==> config.mk <==
export PLATFORM = sky130hd
export DESIGN_NAME = round_timer_flat
export DESIGN_NICKNAME = d
export VERILOG_FILES = /design/src/rtl/round_timer_if.sv /design/src/rtl/round_timer.sv /design/src/flat_wrapper.sv
export SDC_FILE = /design/constraint.sdc
export NUM_CORES = 1
export LEC_CHECK = 0
export ABC_AREA = 1
export BUFFER_PORTS_ARGS = -buffer_cell sky130_fd_sc_hd__buf_2
export CORE_MARGIN = 5
export CORE_UTILIZATION = 45
export CTS_CLUSTER_DIAMETER = 40
export CTS_CLUSTER_SIZE = 40
export DETAILED_ROUTE_END_ITERATION = 10
export PLACE_DENSITY = 0.72
export SLEW_MARGIN = 20
export SYNTH_ARGS = -nofsm -noshare
export SYNTH_HDL_FRONTEND = slang
export SYNTH_SLANG_ARGS = --single-unit
==> constraint.sdc <==
create_clock -name clk -period 2 [get_ports clk]
set_input_delay 0.1 -clock clk [delete_from_list [all_inputs] [get_ports clk]]
set_output_delay 0.1 -clock clk [all_outputs]
set_load 0.01 [all_outputs]
==> src/rtl/round_timer_if.sv <==
// round_timer_if: control pulses in, registered countdown status out; master = round controller, slave = timer.
// No backpressure: the timer consumes every control pulse on the edge it is presented.
interface round_timer_if #(
    parameter int TIMER_W = 5
);
    logic [1:0]         mode;
    logic               start;
    logic               pause;
    logic               clear;
    logic               tick;
`ifdef ROUND_TIMER_BONUS_EN
    logic               bonus;
`endif
    logic [TIMER_W-1:0] timer;
    logic               running;
    logic               expired;

`ifdef ROUND_TIMER_BONUS_EN
    modport master (
        output mode, start, pause, clear, tick, bonus,
        input  timer, running, expired
    );
    modport slave (
        input  mode, start, pause, clear, tick, bonus,
        output timer, running, expired
    );
`else
    modport master (
        output mode, start, pause, clear, tick,
        input  timer, running, expired
    );
    modport slave (
        input  mode, start, pause, clear, tick,
        output timer, running, expired
    );
`endif
endinterface

==> src/rtl/round_timer.sv <==
// round_timer: game-round countdown (IDLE/RUN/PAUSED/DONE), registered outputs, one-edge control latency.
// No backpressure: inputs act on their edge. Option macro ROUND_TIMER_BONUS_EN adds the bonus input.
module round_timer #(
    parameter int TIMER_W  = 5,
    parameter int PRE0     = 14,
    parameter int PRE1     = 10,
    parameter int PRE2     = 8,
    parameter int PRE3     = 6,
    parameter int IDLE_VAL = 10,
    parameter int BONUS    = 3
) (
    input  logic          clk,
    input  logic          rst,
    round_timer_if.slave  bus
);
    localparam int TMAX = (1 << TIMER_W) - 1;

    if (TIMER_W < 3 || TIMER_W > 16) begin : g_bad_width
        $error("round_timer: TIMER_W must be within 3..16");
    end
    if (PRE0 < 0 || PRE0 > TMAX || PRE1 < 0 || PRE1 > TMAX ||
        PRE2 < 0 || PRE2 > TMAX || PRE3 < 0 || PRE3 > TMAX) begin : g_bad_preload
        $error("round_timer: a preload does not fit in TIMER_W bits");
    end
    if (IDLE_VAL < 0 || IDLE_VAL > TMAX || BONUS < 0) begin : g_bad_misc
        $error("round_timer: IDLE_VAL or BONUS out of range");
    end

    localparam logic [1:0] S_IDLE   = 2'd0;
    localparam logic [1:0] S_RUN    = 2'd1;
    localparam logic [1:0] S_PAUSED = 2'd2;
    localparam logic [1:0] S_DONE   = 2'd3;

    localparam logic [TIMER_W-1:0] PRE0_V = TIMER_W'(PRE0);
    localparam logic [TIMER_W-1:0] PRE1_V = TIMER_W'(PRE1);
    localparam logic [TIMER_W-1:0] PRE2_V = TIMER_W'(PRE2);
    localparam logic [TIMER_W-1:0] PRE3_V = TIMER_W'(PRE3);
    localparam logic [TIMER_W-1:0] IDLE_V = TIMER_W'(IDLE_VAL);

    logic [1:0]         state, state_nx;
    logic [1:0]         mode_q, mode_nx;
    logic [TIMER_W-1:0] timer_q, timer_nx;
    logic               expired_q, expired_nx;
    logic               dec;
    logic [TIMER_W-1:0] adj;

    function automatic logic [TIMER_W-1:0] preload(input logic [1:0] m);
        case (m)
            2'd0:    preload = PRE0_V;
            2'd1:    preload = PRE1_V;
            2'd2:    preload = PRE2_V;
            default: preload = PRE3_V;
        endcase
    endfunction

    // A coincident pause wins over tick, so only an unpaused RUN cycle counts down.
    assign dec = (state == S_RUN) && bus.tick && !bus.pause && (timer_q != '0);

`ifdef ROUND_TIMER_BONUS_EN
    localparam logic [TIMER_W-1:0] BONUS_V = (BONUS > TMAX) ? TIMER_W'(TMAX) : TIMER_W'(BONUS);
    logic [TIMER_W-1:0] add;
    logic [TIMER_W:0]   sum;

    // Sum is one bit wider so the saturation test sees the carry; timer >= 1 whenever dec is set.
    assign add = bus.bonus ? BONUS_V : '0;
    assign sum = {1'b0, timer_q} + {1'b0, add} - {{TIMER_W{1'b0}}, dec};
    assign adj = (sum > {1'b0, TIMER_W'(TMAX)}) ? TIMER_W'(TMAX) : sum[TIMER_W-1:0];
`else
    assign adj = timer_q - {{(TIMER_W-1){1'b0}}, dec};
`endif

    always_comb begin
        state_nx   = state;
        mode_nx    = mode_q;
        timer_nx   = timer_q;
        expired_nx = 1'b0;
        if (bus.clear) begin
            state_nx = S_IDLE;
            timer_nx = IDLE_V;
        end else if (bus.start) begin
            mode_nx  = bus.mode;
            timer_nx = preload(bus.mode);
            if (preload(bus.mode) == '0) begin
                state_nx   = S_DONE;
                expired_nx = 1'b1;
            end else if (bus.pause) begin
                state_nx = S_PAUSED;
            end else begin
                state_nx = S_RUN;
            end
        end else begin
            case (state)
                S_RUN: begin
                    timer_nx = adj;
                    if (bus.pause) begin
                        state_nx = S_PAUSED;
                    end else if (adj == '0) begin
                        state_nx   = S_DONE;
                        expired_nx = 1'b1;
                    end
                end
                S_PAUSED: begin
                    timer_nx = adj;
                    if (!bus.pause) begin
                        state_nx = S_RUN;
                    end
                end
                default: begin
                end
            endcase
        end
    end

    always_ff @(posedge clk or posedge rst) begin
        if (rst) begin
            state     <= S_IDLE;
            mode_q    <= 2'd0;
            timer_q   <= IDLE_V;
            expired_q <= 1'b0;
        end else begin
            state     <= state_nx;
            mode_q    <= mode_nx;
            timer_q   <= timer_nx;
            expired_q <= expired_nx;
        end
    end

    assign bus.timer   = timer_q;
    assign bus.running = (state == S_RUN);
    assign bus.expired = expired_q;
endmodule
==> src/flat_wrapper.sv <==
// flat-port wrapper written by rule: the top's interface ports become plain ports
module round_timer_flat 
#(
    parameter int TIMER_W  = 5,
    parameter int PRE0     = 14,
    parameter int PRE1     = 10,
    parameter int PRE2     = 8,
    parameter int PRE3     = 6,
    parameter int IDLE_VAL = 10,
    parameter int BONUS    = 3
)
  (clk, rst, bus_mode, bus_start, bus_pause, bus_clear, bus_tick, bus_timer, bus_running, bus_expired);
  round_timer_if #(.TIMER_W(TIMER_W)) bus_i ();
  input  logic clk;
  input  logic rst;
  input wire logic [$bits(bus_i.mode)-1:0] bus_mode;
  input wire logic [$bits(bus_i.start)-1:0] bus_start;
  input wire logic [$bits(bus_i.pause)-1:0] bus_pause;
  input wire logic [$bits(bus_i.clear)-1:0] bus_clear;
  input wire logic [$bits(bus_i.tick)-1:0] bus_tick;
  output wire logic [$bits(bus_i.timer)-1:0] bus_timer;
  output wire logic [$bits(bus_i.running)-1:0] bus_running;
  output wire logic [$bits(bus_i.expired)-1:0] bus_expired;
  assign bus_i.mode = bus_mode;
  assign bus_i.start = bus_start;
  assign bus_i.pause = bus_pause;
  assign bus_i.clear = bus_clear;
  assign bus_i.tick = bus_tick;
  assign bus_timer = bus_i.timer;
  assign bus_running = bus_i.running;
  assign bus_expired = bus_i.expired;
  round_timer #(.TIMER_W(TIMER_W), .PRE0(PRE0), .PRE1(PRE1), .PRE2(PRE2), .PRE3(PRE3), .IDLE_VAL(IDLE_VAL), .BONUS(BONUS)) u_core (.clk(clk), .rst(rst), .bus(bus_i));
endmodule
# Word-level counts from Yosys, hierarchy flattened
# Index checks and enable logic that the tools add are counted.
[word_totals] reg_bits=8 word_cells=42 input_bits=8 out_inout_bits=7
[op_classes] n_eq_ne=6 n_mux=20 n_reduce_logical=12 addsub=1
[op_table] operator="5-bit two-way mux" n=5
[op_table] operator="2-bit two-way mux" n=7
[op_table] operator="4-bit one-hot mux with 3 select lines" n=1
[op_table] operator="5-bit zero test" n=2
[op_table] operator="1-bit two-way mux" n=6
[op_table] operator="5-bit by 4-bit inequality test with 1-bit output, second input constant" n=1
[op_table] operator="5-bit nonzero test" n=1
[op_table] operator="5-bit by 1-bit subtractor with 5-bit output" n=1
[op_table] operator="2-bit by 1-bit == test with 1-bit output, second input constant" n=2
[op_table] operator="2-bit == test, second input constant" n=2
[op_table] operator="4-bit inequality test, second input constant" n=1
[op_table] operator="2-bit one-hot mux with 2 select lines" n=1
[op_table] operator="4-bit nonzero test" n=1
[op_table] operator="1-bit logical AND" n=3
[op_table] operator="3-bit AND reduction" n=1
[op_table] operator="3-bit nonzero test" n=1
[op_table] operator="2-bit zero test" n=1
[op_table] operator="2-bit OR reduction" n=1
[op_table] operator="1-bit zero test" n=1

# Depth between registers and ports, before layout
[depth] depth_word=11 ltp_mapped=15 depth_no_buf=15

# Least setup slack after synthesis
# Ideal clock, no wire load.
[synth_timing] kind="reg2reg" from="reg u_core.state[0]" to="reg u_core.state[0]" path_stages_with_launch=14 synth_period_minus_slack_ps=1964 required_ps=1883 arrival_time_ps=1847 path_slack_ps=36 setup_time_ps=117 path_buffers=0 path_cell_list="dfrtp_1 > ha_1 > nand4_1 > inv_1 > ha_1 > ha_1 > nand2_1 > nand3b_2 > nor2_2 > nand2_2 > nand2_2 > nand2_2 > nand2_1 > nand2_1"
[synth_between] elab_chain_len=8 word_cells_on_any_way=14 classes_between="add/sub: 1; eq/ne: 4; mux: 3; reduce/logical: 6"
[synth_lines] element="start: declaration" line="round_timer.sv:40" rtl="logic [1:0] state, state_nx;"
[synth_lines] element="start signal: assignment" line="round_timer.sv:121" rtl="state <= state_nx;"
[synth_lines] element="2-bit by 1-bit == test with 1-bit output (*)"
[synth_lines] element="named net bus_running" line="flat_wrapper.sv:22" rtl="output wire logic [$bits(bus_i.running)-1:0] bus_running;"
[synth_lines] element="1-bit logical AND (3 in series)" line="round_timer.sv:57" rtl="assign dec = (state == S_RUN) && bus.tick && !bus.pause && (timer_q != '0);"
[synth_lines] element="5-bit by 1-bit subtractor with 5-bit output" line="round_timer.sv:69" rtl="assign adj = timer_q - {{(TIMER_W-1){1'b0}}, dec};"
[synth_lines] element="5-bit zero test" line="round_timer.sv:97" rtl="end else if (adj == '0) begin"
[synth_lines] element="5-bit by 4-bit inequality test with 1-bit output (no line)"
[synth_lines] element="3-bit AND reduction (no line)"
# Mark *: on every way through the listed nets, which the timed path passes. The rest lies on a longest branch.
# A chain may end at the register's enable or synchronous reset.

# Worst setup path in the final report
[layout_timing] from="reg u_core.timer_q[2] (netlist: u_core.bus.timer[2])" to="reg u_core.state[0]"
[layout_between] elab_chain_len=6
[layout_lines] element="start: declaration" line="round_timer.sv:42" rtl="logic [TIMER_W-1:0] timer_q, timer_nx;"
[layout_lines] element="start signal: assignment" line="round_timer.sv:123" rtl="timer_q <= timer_nx;"
[layout_lines] element="5-bit nonzero test" line="round_timer.sv:57"
[layout_lines] element="1-bit logical AND" line="round_timer.sv:57"
[layout_lines] element="5-bit by 1-bit subtractor with 5-bit output (*)" line="round_timer.sv:69"
[layout_lines] element="5-bit zero test (*)" line="round_timer.sv:97"
[layout_lines] element="5-bit by 4-bit inequality test with 1-bit output (no line) (*)"
[layout_lines] element="3-bit AND reduction (no line) (*)"
# Every way passes the cells marked *; elsewhere a longest branch is shown, timed or not.

==> impl_metrics.yaml <==
status:
  run_status: "finished, final reports clean"
setup_path:
  worst_setup_path_start_kind: "flop"
  worst-endpoint-arrival_ns: 2.05
  worstPathRequired_ns: 2.14
  worst-path-max-fanout: 3
  cp-end-kind: "flop"
  kind_of_critical_path: "flop to flop"
die:
  io_pins: 15
  core_region_area_um2: 1318
  die_area_um2: 2239
  dieHeight_um: 47.32
  initial_utilization_pct: 47.58
  chipWidth_um: 47.32
  number_of_rows_in_the_core_area: 13
cts:
  cts.path.max_buffers: 2
  cts_inserted_buffers: 3
  tritoncts_clock_tree: "done"
  clk-insertion-delay-late_ns: 0.25
  htreeDepth: 1
  cts.reportedPaths.clkPinSlew_ns: 0.06
  clock_sinks: 8
  cts_root_buffer: "clkbuf_4"
timing:
  layout_min_cycle_time_ns: 1.910
  number_of_pins_exceeding_their_max_slew_limit_in_the_final_report: 0
  hold_viol: 0
  final.period_utilization_pct: 95.51
  timing.clock.skew_ns: 0.004591
  fmaxAchievable_mhz: 523.5
  tightest_slew_ns: 0.3197
  slew_headroom_pct: 78.66
  timing.final.setup_violations: 0
power_and_ir_drop:
  vdd_drop_max_v: 0.0003872
  power_density_nw_per_um2: 629.7
  static-leakage-power_nw: 0.4683
  finalPower_w: 0.0005594
detailed_routing:
  finalWirelength_um: 1574
  first_pass_iters: 4
  wl_per_cell_um: 12.49
  routed_via_density: 5.175
  detail_route.iter0.violations: 9
  detail-route-antenna-nets: 0
  drcViolationCount: 0
  vias: 652
global_route:
  grt_first_pass_wirelength_um: 2366
  globalRouteTotalUtil_pct: 14.96
  grt_remaining_overflow: 0
  vias_in_the_first_global_route: 600
  pin_count_of_the_biggest_net_entering_global_routing: 9
  initial_antenna_violation_count: 0
logic_synthesis:
  netlist.top_cell.by_area: "dfrtp_1"
  synth_flop_cell: "dfrtp_1"
  synth_enable_flop_cells: 0
  distinct_cell_type_count_after_synthesis: 21
  syn-num-nets: 95
  syn_area_per_cell_um2: 7.739
  yosys.area.top_type_share_pct: 23.95
  yosys_register_bits: 8
  post_synth_most_frequent_cells: "inv_1 (15), nand2_1 (14), nand3_1 (7)"
  netlist_instances: 81
  synth-seq-area-share_pct: 32.34
  asyncSetResetFlopFracSynth_pct: 100.0
  synthesis.yosys.warnings: 0
  syn_area_um2: 626.9
  netlist_top_cells_area: "dfrtp_1 (24%), ha_1 (12%), inv_1 (9.0%)"
  post-synth-top-count-cell: "inv_1"
placement:
  buffer_ports.inserted: 14
  finalWeightedCongestion: 0.7924
  detailedPlacementHpwl_um: 1181
  placed_cell_area_um2: 768.2
hold_path:
  hold_class: "input port to flop"
final_layout:
  drive_gt1_share_pct: 46.85
  nets: 126
  syn2layout_area_growth_pct: 41.72
  final.fill_count: 115
  antennaDiodeCount: 0
  layout.core_utilization_pct: 67.43
  design_area_um2: 888.4
run:
  drv.max_cap_violation_count: 0
-- where the power goes --
part | internal, W | total, W | switching [W]
logic | 0.000109 | 0.000228 | 0.000119
clock network | 0.0000765 | 0.000134 | 0.0000578
registers | 0.000183 | 0.000197 | 0.0000140
total | 0.000369 | 0.000559 | 0.000191
-- cell usage in the layout, fill, tap and decap left out, types with 3 or more instances in the layout --
cell      netlist  final
buf_4           0     11
o22ai_1         3      3
clkbuf_4        0      3
ha_1            6      4
nor2_1          3      3
dfrtp_1         6      6
nand2_2         6      6
inv_2           2      5
buf_2           0     14
inv_1          15     12
nand3_1         7      7
nand2_1        14     12
-- worst paths after layout --
| check | slack (ns) | cells past startpoint | endpoint | startpoint |
|---|---|---|---|---|
| worst max-delay path | 0.09 | 14 | u_core.state[0] | u_core.bus.timer[2] |
| worst min-delay path | 0.15 | 2 | u_core.bus.expired | bus_clear |
| worst max register to register | 0.09 | 14 | u_core.state[0] | u_core.bus.timer[2] |
| worst min register to register | 0.58 | 2 | u_core.bus.timer[4] | u_core.bus.timer[4] |
| max in group asynchronous | 1.37 | 3 | u_core.bus.timer[3] | rst |
| min in group asynchronous | 0.33 | 3 | u_core.bus.timer[0] | rst |
-- what timing repair did --
action | 4_1_cts | 5_1_grt
hold buffers | 1 | 0
setup buffers | 2 | 2
pin swaps | 2 | 6
setup endpoints to repair | 2 | 2
gates resized for setup | 0 | 13
endpoints found under the hold margin | 6 | 0
-- per-stage QoR --
stage	hold WS, ns	setup WS (ns)	TNS (ns)	std cells
2_1_floorplan	-0.08577	0.03633	0	81
3_3_place_gp	0.05330	0.02040	0	117
3_5_place_dp	0.06613	-0.01764	-0.03357	117
4_1_cts	0.1479	0.003891	0	124
5_1_grt	0.1585	-0.002893	-0.004775	126
6_report	0.1546	0.08975	0	126
-- cell families after synthesis --
group           count (synthesis)  share of synthesized area (%)
xor+xnor                        1                          2.596
flops                           8                          32.33
fa+ha+maj                       6                          11.98
buf+inv                        18                          10.78
compound gates                  9                          10.58
simple gates                   39                          31.74
-- final cells by class --
class | instances | area [um^2] | share of cell area [%]
well taps | 15 | 18.77 | 2.113
repair buffers | 26 | 162.7 | 18.31
flip-flops and latches | 8 | 202.7 | 22.82
inverters | 18 | 67.56 | 7.606
multi-input cells | 55 | 410.4 | 46.20
clock buffers | 4 | 26.28 | 2.958
-- critical path, cell delays in order, from the launching register on --
cell and delay (ns):
dfrtp_1 0.41, nor2_4 0.13, nand4_1 0.08, nand4_1 0.11
inv_2 0.06, ha_4 0.16, ha_4 0.25, nand2_1 0.05
nand3b_4 0.14, nor2_2 0.09, nand2_2 0.08, nand2_4 0.09
nand2_4 0.05, nand2_1 0.06, nand2_1 0.04
-- registers in the layout (all words and copies together), names as in the netlist --
signal              flops
u_core.bus.timer        5
u_core.bus.expired      1
u_core.state            2
-- routing by layer --
layer  up-vias  wire length [um]  GRT usage, %
met5         -                 0             0
met3         6                86         2.299
met1       292               658         18.43
li1        328                 -             -
met4         0                48         6.630
met2        26               780         25.40
No activity file was read; power rests on OpenSTA's default activity.
